--- src/rtl/booth_mult_arbiter_if.sv ---
// Request/response bundle between the requesters, the arbiter and the result consumer.
// The arbiter takes the slave side; requesters and the consumer take the master side.
interface booth_mult_arbiter_if #(
    parameter int NUM_REQ = 4,
    parameter int ID_W    = $clog2(NUM_REQ)
);
    logic [NUM_REQ-1:0]    req_valid;
    logic [16*NUM_REQ-1:0] req_a;
    logic [16*NUM_REQ-1:0] req_b;
    logic [NUM_REQ-1:0]    req_ready;
    logic                  resp_valid;
    logic                  resp_ready;
    logic [ID_W-1:0]       resp_id;
    logic [31:0]           resp_result;

    modport master (
        output req_valid, req_a, req_b, resp_ready,
        input  req_ready, resp_valid, resp_id, resp_result
    );

    modport slave (
        input  req_valid, req_a, req_b, resp_ready,
        output req_ready, resp_valid, resp_id, resp_result
    );
endinterface

--- src/rtl/booth_mult_arbiter.sv ---
// Round-robin arbiter that shares one serially loaded Booth multiplier among NUM_REQ
// requesters and returns each product with its owner's ID on a valid/ready port.
module booth_mult_arbiter #(
    parameter int NUM_REQ     = 4,
    parameter int MUL_LATENCY = 17,
    parameter int ID_W        = $clog2(NUM_REQ)
) (
    input  logic                clk,
    input  logic                rst,
    booth_mult_arbiter_if.slave bus,
    output logic                busy,
    output logic                mul_start,
    output logic [15:0]         mul_data_in,
    input  logic [31:0]         mul_result
);
    localparam int CNT_W = (MUL_LATENCY > 1) ? $clog2(MUL_LATENCY) : 1;
    localparam logic [CNT_W-1:0] CNT_LOAD = CNT_W'(MUL_LATENCY - 1);

    typedef enum logic [2:0] {IDLE, START, LOAD_A, LOAD_B, WAIT, RESP} state_t;

    state_t             state;
    state_t             state_nxt;
    logic [ID_W-1:0]    rr_ptr;
    logic [ID_W-1:0]    gnt_idx;
    logic [ID_W-1:0]    gnt_id;
    logic               gnt_found;
    logic [CNT_W-1:0]   wait_cnt;
    logic signed [15:0] sel_a;
    logic signed [15:0] sel_b;
    logic signed [15:0] op_a;
    logic signed [15:0] op_b;
    logic signed [31:0] result;
    logic [ID_W-1:0]    result_id;

    // Lowest pending index at or after rr_ptr wins; otherwise wrap to the lowest pending index.
    always_comb begin
        gnt_found = 1'b0;
        gnt_idx   = '0;
        for (int i = NUM_REQ - 1; i >= 0; i--) begin
            if (bus.req_valid[i]) begin
                gnt_found = 1'b1;
                gnt_idx   = ID_W'(i);
            end
        end
        for (int i = NUM_REQ - 1; i >= 0; i--) begin
            if (bus.req_valid[i] && (ID_W'(i) >= rr_ptr)) gnt_idx = ID_W'(i);
        end
        sel_a = '0;
        sel_b = '0;
        for (int i = 0; i < NUM_REQ; i++) begin
            if (gnt_idx == ID_W'(i)) begin
                sel_a = bus.req_a[16*i +: 16];
                sel_b = bus.req_b[16*i +: 16];
            end
        end
    end

    always_ff @(posedge clk) begin
        if (rst) state <= IDLE;
        else     state <= state_nxt;
    end

    always_comb begin
        state_nxt = state;
        case (state)
            IDLE:    if (gnt_found) state_nxt = START;
            START:   state_nxt = LOAD_A;
            LOAD_A:  state_nxt = LOAD_B;
            LOAD_B:  state_nxt = WAIT;
            WAIT:    if (wait_cnt == '0) state_nxt = RESP;
            RESP:    if (bus.resp_ready) state_nxt = IDLE;
            default: state_nxt = IDLE;
        endcase
    end

    always_comb begin
        bus.req_ready  = '0;
        if (state == IDLE && gnt_found && !rst) bus.req_ready = NUM_REQ'(1) << gnt_idx;
        busy           = (state != IDLE);
        mul_start      = (state == START);
        bus.resp_valid = (state == RESP);
        case (state)
            LOAD_A:  mul_data_in = op_a;
            LOAD_B:  mul_data_in = op_b;
            default: mul_data_in = '0;
        endcase
    end

    always_ff @(posedge clk) begin
        if (rst) begin
            rr_ptr    <= '0;
            wait_cnt  <= '0;
            result    <= '0;
            result_id <= '0;
        end else begin
            if (state == IDLE && gnt_found)
                rr_ptr <= (gnt_idx == ID_W'(NUM_REQ - 1)) ? '0 : gnt_idx + 1'b1;
            if (state == LOAD_B)
                wait_cnt <= CNT_LOAD;
            else if (state == WAIT && wait_cnt != '0)
                wait_cnt <= wait_cnt - 1'b1;
            if (state == WAIT && wait_cnt == '0) begin
                result    <= mul_result;
                result_id <= gnt_id;
            end
        end
    end

    // Operand capture at grant; these hold data only and need no reset.
    always_ff @(posedge clk) begin
        if (state == IDLE && gnt_found) begin
            op_a   <= sel_a;
            op_b   <= sel_b;
            gnt_id <= gnt_idx;
        end
    end

    assign bus.resp_result = result;
    assign bus.resp_id     = result_id;
endmodule

--- src/flat_wrapper.sv ---
// flat-port wrapper written by rule: the top's interface ports become plain ports
module booth_mult_arbiter_flat 
#(
    parameter int NUM_REQ     = 4,
    parameter int MUL_LATENCY = 17,
    parameter int ID_W        = $clog2(NUM_REQ)
)
  (clk, rst, busy, mul_start, mul_data_in, mul_result, bus_req_valid, bus_req_a, bus_req_b, bus_resp_ready, bus_req_ready, bus_resp_valid, bus_resp_id, bus_resp_result);
  booth_mult_arbiter_if #(.NUM_REQ(NUM_REQ), .ID_W(ID_W)) bus_i ();
  input  logic clk;
  input  logic rst;
  output logic busy;
  output logic mul_start;
  output logic [15:0] mul_data_in;
  input  logic [31:0] mul_result;
  input wire logic [$bits(bus_i.req_valid)-1:0] bus_req_valid;
  input wire logic [$bits(bus_i.req_a)-1:0] bus_req_a;
  input wire logic [$bits(bus_i.req_b)-1:0] bus_req_b;
  input wire logic [$bits(bus_i.resp_ready)-1:0] bus_resp_ready;
  output wire logic [$bits(bus_i.req_ready)-1:0] bus_req_ready;
  output wire logic [$bits(bus_i.resp_valid)-1:0] bus_resp_valid;
  output wire logic [$bits(bus_i.resp_id)-1:0] bus_resp_id;
  output wire logic [$bits(bus_i.resp_result)-1:0] bus_resp_result;
  assign bus_i.req_valid = bus_req_valid;
  assign bus_i.req_a = bus_req_a;
  assign bus_i.req_b = bus_req_b;
  assign bus_i.resp_ready = bus_resp_ready;
  assign bus_req_ready = bus_i.req_ready;
  assign bus_resp_valid = bus_i.resp_valid;
  assign bus_resp_id = bus_i.resp_id;
  assign bus_resp_result = bus_i.resp_result;
  booth_mult_arbiter #(.NUM_REQ(NUM_REQ), .MUL_LATENCY(MUL_LATENCY), .ID_W(ID_W)) u_core (.clk(clk), .rst(rst), .bus(bus_i), .busy(busy), .mul_start(mul_start), .mul_data_in(mul_data_in), .mul_result(mul_result));
endmodule
--- config.mk ---
export PLATFORM = sky130hd
export DESIGN_NAME = booth_mult_arbiter_flat
export DESIGN_NICKNAME = d
export VERILOG_FILES = /design/src/rtl/booth_mult_arbiter_if.sv /design/src/rtl/booth_mult_arbiter.sv /design/src/flat_wrapper.sv
export SDC_FILE = /design/constraint.sdc
export NUM_CORES = 1
export LEC_CHECK = 0
export CORE_ASPECT_RATIO = 1.5
export CORE_MARGIN = 2
export CORE_UTILIZATION = 30
export CTS_CLUSTER_SIZE = 20
export DETAILED_ROUTE_END_ITERATION = 10
export PLACE_DENSITY_LB_ADDON = 0.25
export SETUP_SLACK_MARGIN = 0.02
export SLEW_MARGIN = 20
export SYNTH_ARGS = -nofsm -noshare
export SYNTH_HDL_FRONTEND = slang
export SYNTH_SLANG_ARGS = --single-unit
--- constraint.sdc ---
create_clock -name clk -period 2.97 [get_ports clk]
set_clock_uncertainty 0.2 [all_clocks]
set_input_delay 0.7425 -clock clk [delete_from_list [all_inputs] [get_ports clk]]
set_output_delay 0.7425 -clock clk [all_outputs]
set_load 0.1 [all_outputs]
* Word level (Yosys, flattened, before mapping)
Index checks and enable logic that the tools add are counted.
Storage, ports and cells: flip-flop bits (word level) 78, output and inout port bits 57, input port bits 167, word-level logic and storage cells 73
Operators by class: $lt $le $gt $ge 4, add/sub/neg operators 2, equal/unequal tests 11, shift operators 1, muxes and demuxes 29, reduce and logical (&&, ||, !) cells 17
Operators with widths (count):
- 16-bit two-way mux | 8
- 16-bit one-hot mux with 2 select lines | 1
- 2-bit two-way mux | 9
- 3-bit one-hot mux with 6 select lines | 1
- 5-bit two-way mux | 2
- 3-bit two-way mux | 3
- 1-bit logical AND | 8
- 3-bit by 2-bit equality test with 1-bit output, second input constant | 2
- 3-bit equality test, second input constant | 2
- 5-bit logical NOT | 1
- 5-bit nonzero test | 1
- 5-bit by 1-bit subtractor with 5-bit output, second input constant | 1
- 2-bit equality test, second input constant | 2
- 1-bit by 2-bit >= comparator with 1-bit output, first input constant | 2
- 2-bit >= comparator, first input constant | 2
- 1-bit two-way mux | 4
- 4-bit two-way mux | 1
- 2-bit by 1-bit inequality test with 1-bit output, second input constant | 2
- 1-bit by 2-bit << shifter with 4-bit output, first input constant | 1
- 3-bit by 1-bit equality test with 1-bit output, second input constant | 1
- 3-bit logical NOT | 1
- 3-bit AND reduction | 1
- 3-bit nonzero test | 1
- 2-bit by 1-bit adder with 2-bit output, second input constant | 1
- 6 further kinds | 6

* Depth between registers and ports, before layout
word-level depth 13, mapped depth 11, depth with buffers taken out 8

* Least setup slack after synthesis
No wires, ideal clock.
path type input-to-output, start point input port bus_req_valid[2], end point output port bus_req_ready[3], cell stages on the path 8, path buffers 2, setup slack -885 ps, data required time 2027 ps, data arrival time 2912 ps, path through mux2i_1 > nor2_1 > or3_1 > inv_1 > ha_1 > clkbuf_1 > clkbuf_1 > and2_1
On the way: word-level cells in the longest chain between the ends 9, elaborated cells on any way between the ends 15, those cells by class shift: 1; mux: 11; reduce/logical: 3
Ends and longest elaborated chain:
- start: declaration | RTL line flat_wrapper.sv:16 | input wire logic [$bits(bus_i.req_valid)-1:0] bus_req_valid;
- 2-bit two-way mux (3 in series) | RTL line booth_mult_arbiter.sv:40 | if (bus.req_valid[i]) begin
- 2-bit two-way mux | RTL line booth_mult_arbiter.sv:46 | if (bus.req_valid[i] && (ID_W'(i) >= rr_ptr)) gnt_idx = ID_W'(i);
- 2-bit two-way mux * (3 in series) | RTL line booth_mult_arbiter.sv:46
- net u_core.gnt_idx[0] | RTL line booth_mult_arbiter.sv:24 | logic [ID_W-1:0] gnt_idx;
- 1-bit by 2-bit << shifter with 4-bit output * | RTL line booth_mult_arbiter.sv:78 | if (state == IDLE && gnt_found && !rst) bus.req_ready = NUM_REQ'(1) << gnt_idx;
- 4-bit two-way mux * | RTL line booth_mult_arbiter.sv:78
- end: declaration | RTL line flat_wrapper.sv:20 | output wire logic [$bits(bus_i.req_ready)-1:0] bus_req_ready;
The timed path passes the listed nets; every way through them passes the cells marked *.

* Final worst setup path
start point input port bus_req_valid[2], end point output port bus_req_ready[1]
Same word-level chain as after synthesis.

==> results.md <==
* Status: finished, final reports clean
* Dominant synthesized flop cell: dfxtp_1
* Required time of the worst setup path at 2.03 ns
* WL met3 at 923 microns
* Vias at 4119
* Endpoints failing setup at 0
* Hpwl dp at 10.77 mm
* LEAKAGE at 2.622 nW
* Reg2Reg Capture Point: u_core.op_a[3]
* Max IR drop VDD at 0.2736 mV
* Metal2 WL at 7.546 mm
* Hold Path Depth at 2
* Antenna viol nets, final at 0
* I/O pins at 224
* Final Instance Count excl. Fillers at 837
* Worst EP arrival at 2.02 ns
* Post-synthesis average cell area at 9.219 sq um
* Min Clock Period, post-route at 2.960 ns
* Max Cap Viol at 0
* H-tree Lvls at 3
* RSZ-0062 raised after global routing: true
* Mapped Cells at 440
* Layout cell share with drive strength beyond 1 at 24.30%
* Share of total power in sequential cells at 33.0%
* CTS Buf Count at 9
* R2r setup slk at 0.19 ns
* Total gr overflow at 0
* Layout area overhead at 75.85%
* Largest family of logic cells by synthesized area: compound AO/OA/AOI/OAI gates
* Number of port buffers at 223
* Start point of the critical path: bus_req_valid[2]
* 1st-iter DRT viols at 82
* TritonCTS clock tree: done
* Number of cell rows at 52
* Synth Area in Adders at 1.851%
* #FFs+latches synth at 78
* Antenna Cells at 0
* Effective utilization at floorplan at 30.41%
* DRT Wirelength at 13.68 mm
* Post-synth top area share at 25.17%
* Post-Syn Area at 0.004056 sq mm
* Final Max Tran Viols at 0
* Setup_tns at 0 ns
* Synth Warn # at 0
* First-pass GRT wire length at 21.14 mm
* Number of vias per cell at 4.921
* Area of the core at 0.01334 sq mm
* Area leader, netlist: edfxtp_1
* Routed len/inst at 16.35 microns
* Final Hold Viols at 0
* Gr usage total at 18.57%
* Syn nets at 613
* Die area at 0.01449 sq mm
* Gate power share at 41.5%
* Drt first pass iters at 4
* Post-synthesis mux area share at 0.2468%
* CP startpoint kind: input pin
* Commonest non-fill, non-tap cell in the layout: clkdlybuf4s50_1
* Synth Area in Compound Gates at 23.53%
* Gp weighted congestion at 0.8370
* Worst Path Max Fanout at 4
* Synth unique cells at 39
* Fraction of registers with async set/reset at 0%
* Switch Pwr at 1.578 mW
* CTS max path bufs at 2
* Overall die width at 98.95 microns
* Synth Area in Simple Gates at 20.88%
* Die Span Y at 146.4 microns
* DR top layer: met4
* Worst Reg2Reg Path Length in Cells at 10
* Worst-Margin Slew at 0.5194 ns
* XOR/XNOR share of the synthesized area at 1.080%
* P per Cell Area at 631.8 mW/mm^2
* Fin util at 53.48%
* Hold Crit Class: flop to flop
* WS Path Type: input pin to output port
* Largest net degree at the start of global routing at 42
* Switching share of total power at 35.02%
* Crit share post-route at 99.65%
* Post-synth EDFFs at 34
* Clk sinks at 78
* Clk slew on worst S/H paths at 0.06 ns
* Seq/Total Area, Yosys at 46.88%
* Vias in the first global route at 4282
* Post-placement cell count at 818
* Post-route DRC at 0
* Clock latency on the worst-skew pair at 0.33 ns
* Hold Crit Start: u_core.bus.resp_result[20]
* Fillers at 1209
* Slew HR at 65.38%
* WHS Endpoint: u_core.bus.resp_result[20]
* Nets@finish at 843
* F_max at 0.3379 GHz
* Area contributors post-synth: edfxtp_1 (25%), dfxtp_1 (22%), nand2_1 (8.9%)
* Crit. End Element: output port
* Clock root buffer: clkbuf_16
* Commonest cells after routing, fill and taps aside: clkdlybuf4s50_1 (161), nand2_1 (96), buf_4 (68)
* Clock power frac at 25.5%
* Internal at 2.929 mW
* Routed length on met1 at 4.858 mm
* Worst R2R Start: u_core.rr_ptr[1]
* Initial antenna violation count at 0
* Pwr Total at 4.507 mW
-- what timing repair did --
item                       4_1_cts  5_1_grt
buffers inserted                 2        1
setup endpoints to repair       34        6
pin swaps                        4        3
gates resized for setup         29        2
hold buffers                     0        0
-- Yosys cell counts, types with 2 or more instances --
cell type	n
o31ai_1	33
buf_2	4
a21oi_1	32
edfxtp_1	34
nand3_1	2
or3_1	2
nor3_1	3
a21oi_2	9
or2_2	2
clkbuf_1	30
inv_1	8
a22o_1	16
nand2b_1	2
nand2_2	9
nor2b_1	34
ha_1	6
xnor2_1	2
nor2_1	10
buf_1	2
nor3b_1	2
nand2_1	96
buf_6	3
dfxtp_1	44
xor2_1	3
a221oi_1	32
and2_1	7
-- power groups by stage --
stage | logic (mW) | registers [mW] | clock network [mW]
floorplan | 0.994 | 1.56 | 0
global placement | 1.81 | 1.51 | 0
detailed placement | 1.84 | 1.51 | 0
CTS | 1.87 | 1.49 | 1.19
global route | 1.98 | 1.51 | 1.23
finish | 1.87 | 1.49 | 1.15
-- registers in the layout (all words and copies together), names as in the netlist --
| register | count |
|---|---|
| u_core.rr_ptr | 2 |
| u_core.wait_cnt | 5 |
| u_core.op_b | 16 |
| u_core.state | 3 |
| u_core.bus.resp_id | 2 |
| u_core.bus.resp_result | 32 |
| u_core.gnt_id | 2 |
| u_core.op_a | 16 |
-- logic make-up after synthesis --
group,Yosys count
multiplexers,1
AND/OR/NAND/NOR,175
adder cells (fa/ha/maj),6
AO/OA/AOI/OAI,127
buffers and inverters,48
flip-flops,78
XOR/XNOR,5
-- worst max-delay path: stages --
cell,delay (ns)
buf_6,0.10
mux2i_1,0.14
nor2_1,0.08
or3_4,0.41
inv_4,0.10
ha_4,0.13
and2_4,0.15
buf_12,0.17
-- through the flow --
stage | worst slack [ns] | hold slack [ns] | area, sq um
after floorplan | -0.5707 | 0.2497 | 4126
after global placement | -0.5653 | 0.2422 | 6741
after detailed placement | -0.6070 | 0.2490 | 6741
after CTS | 0.01118 | 0.2576 | 7118
after global routing | -0.05765 | 0.2756 | 7133
final | 0.01037 | 0.2546 | 7133
-- cell type report --
type / instances / area [sq um] / area share (%)
flip-flops and latches: 78 / 1903 / 26.68
inverters: 8 / 32.53 / 0.4561
well taps: 162 / 202.7 / 2.842
repair buffers: 259 / 2658 / 37.26
clock buffers: 10 / 250.2 / 3.508
clock inverters: 6 / 67.56 / 0.9472
multi-input cells: 314 / 2019 / 28.31
-- metal layers --
metal	vias to the layer above	global-route usage [%]
li1	2043	-
met1	1903	19.54
met2	156	34.90
met3	17	4.739
met4	0	6.712
met5	-	0
-- how the worst max path moves through the flow --
stage / to / slack, ns
final: bus_req_ready[1] / 0.01
after global placement: u_core.op_a[5] / -0.57
after global routing: bus_req_ready[1] / -0.06
after detailed placement: u_core.op_a[5] / -0.61
after floorplan: bus_req_ready[3] / -0.57
after CTS: bus_req_ready[1] / 0.01
(Power assumes the default switching activity.)
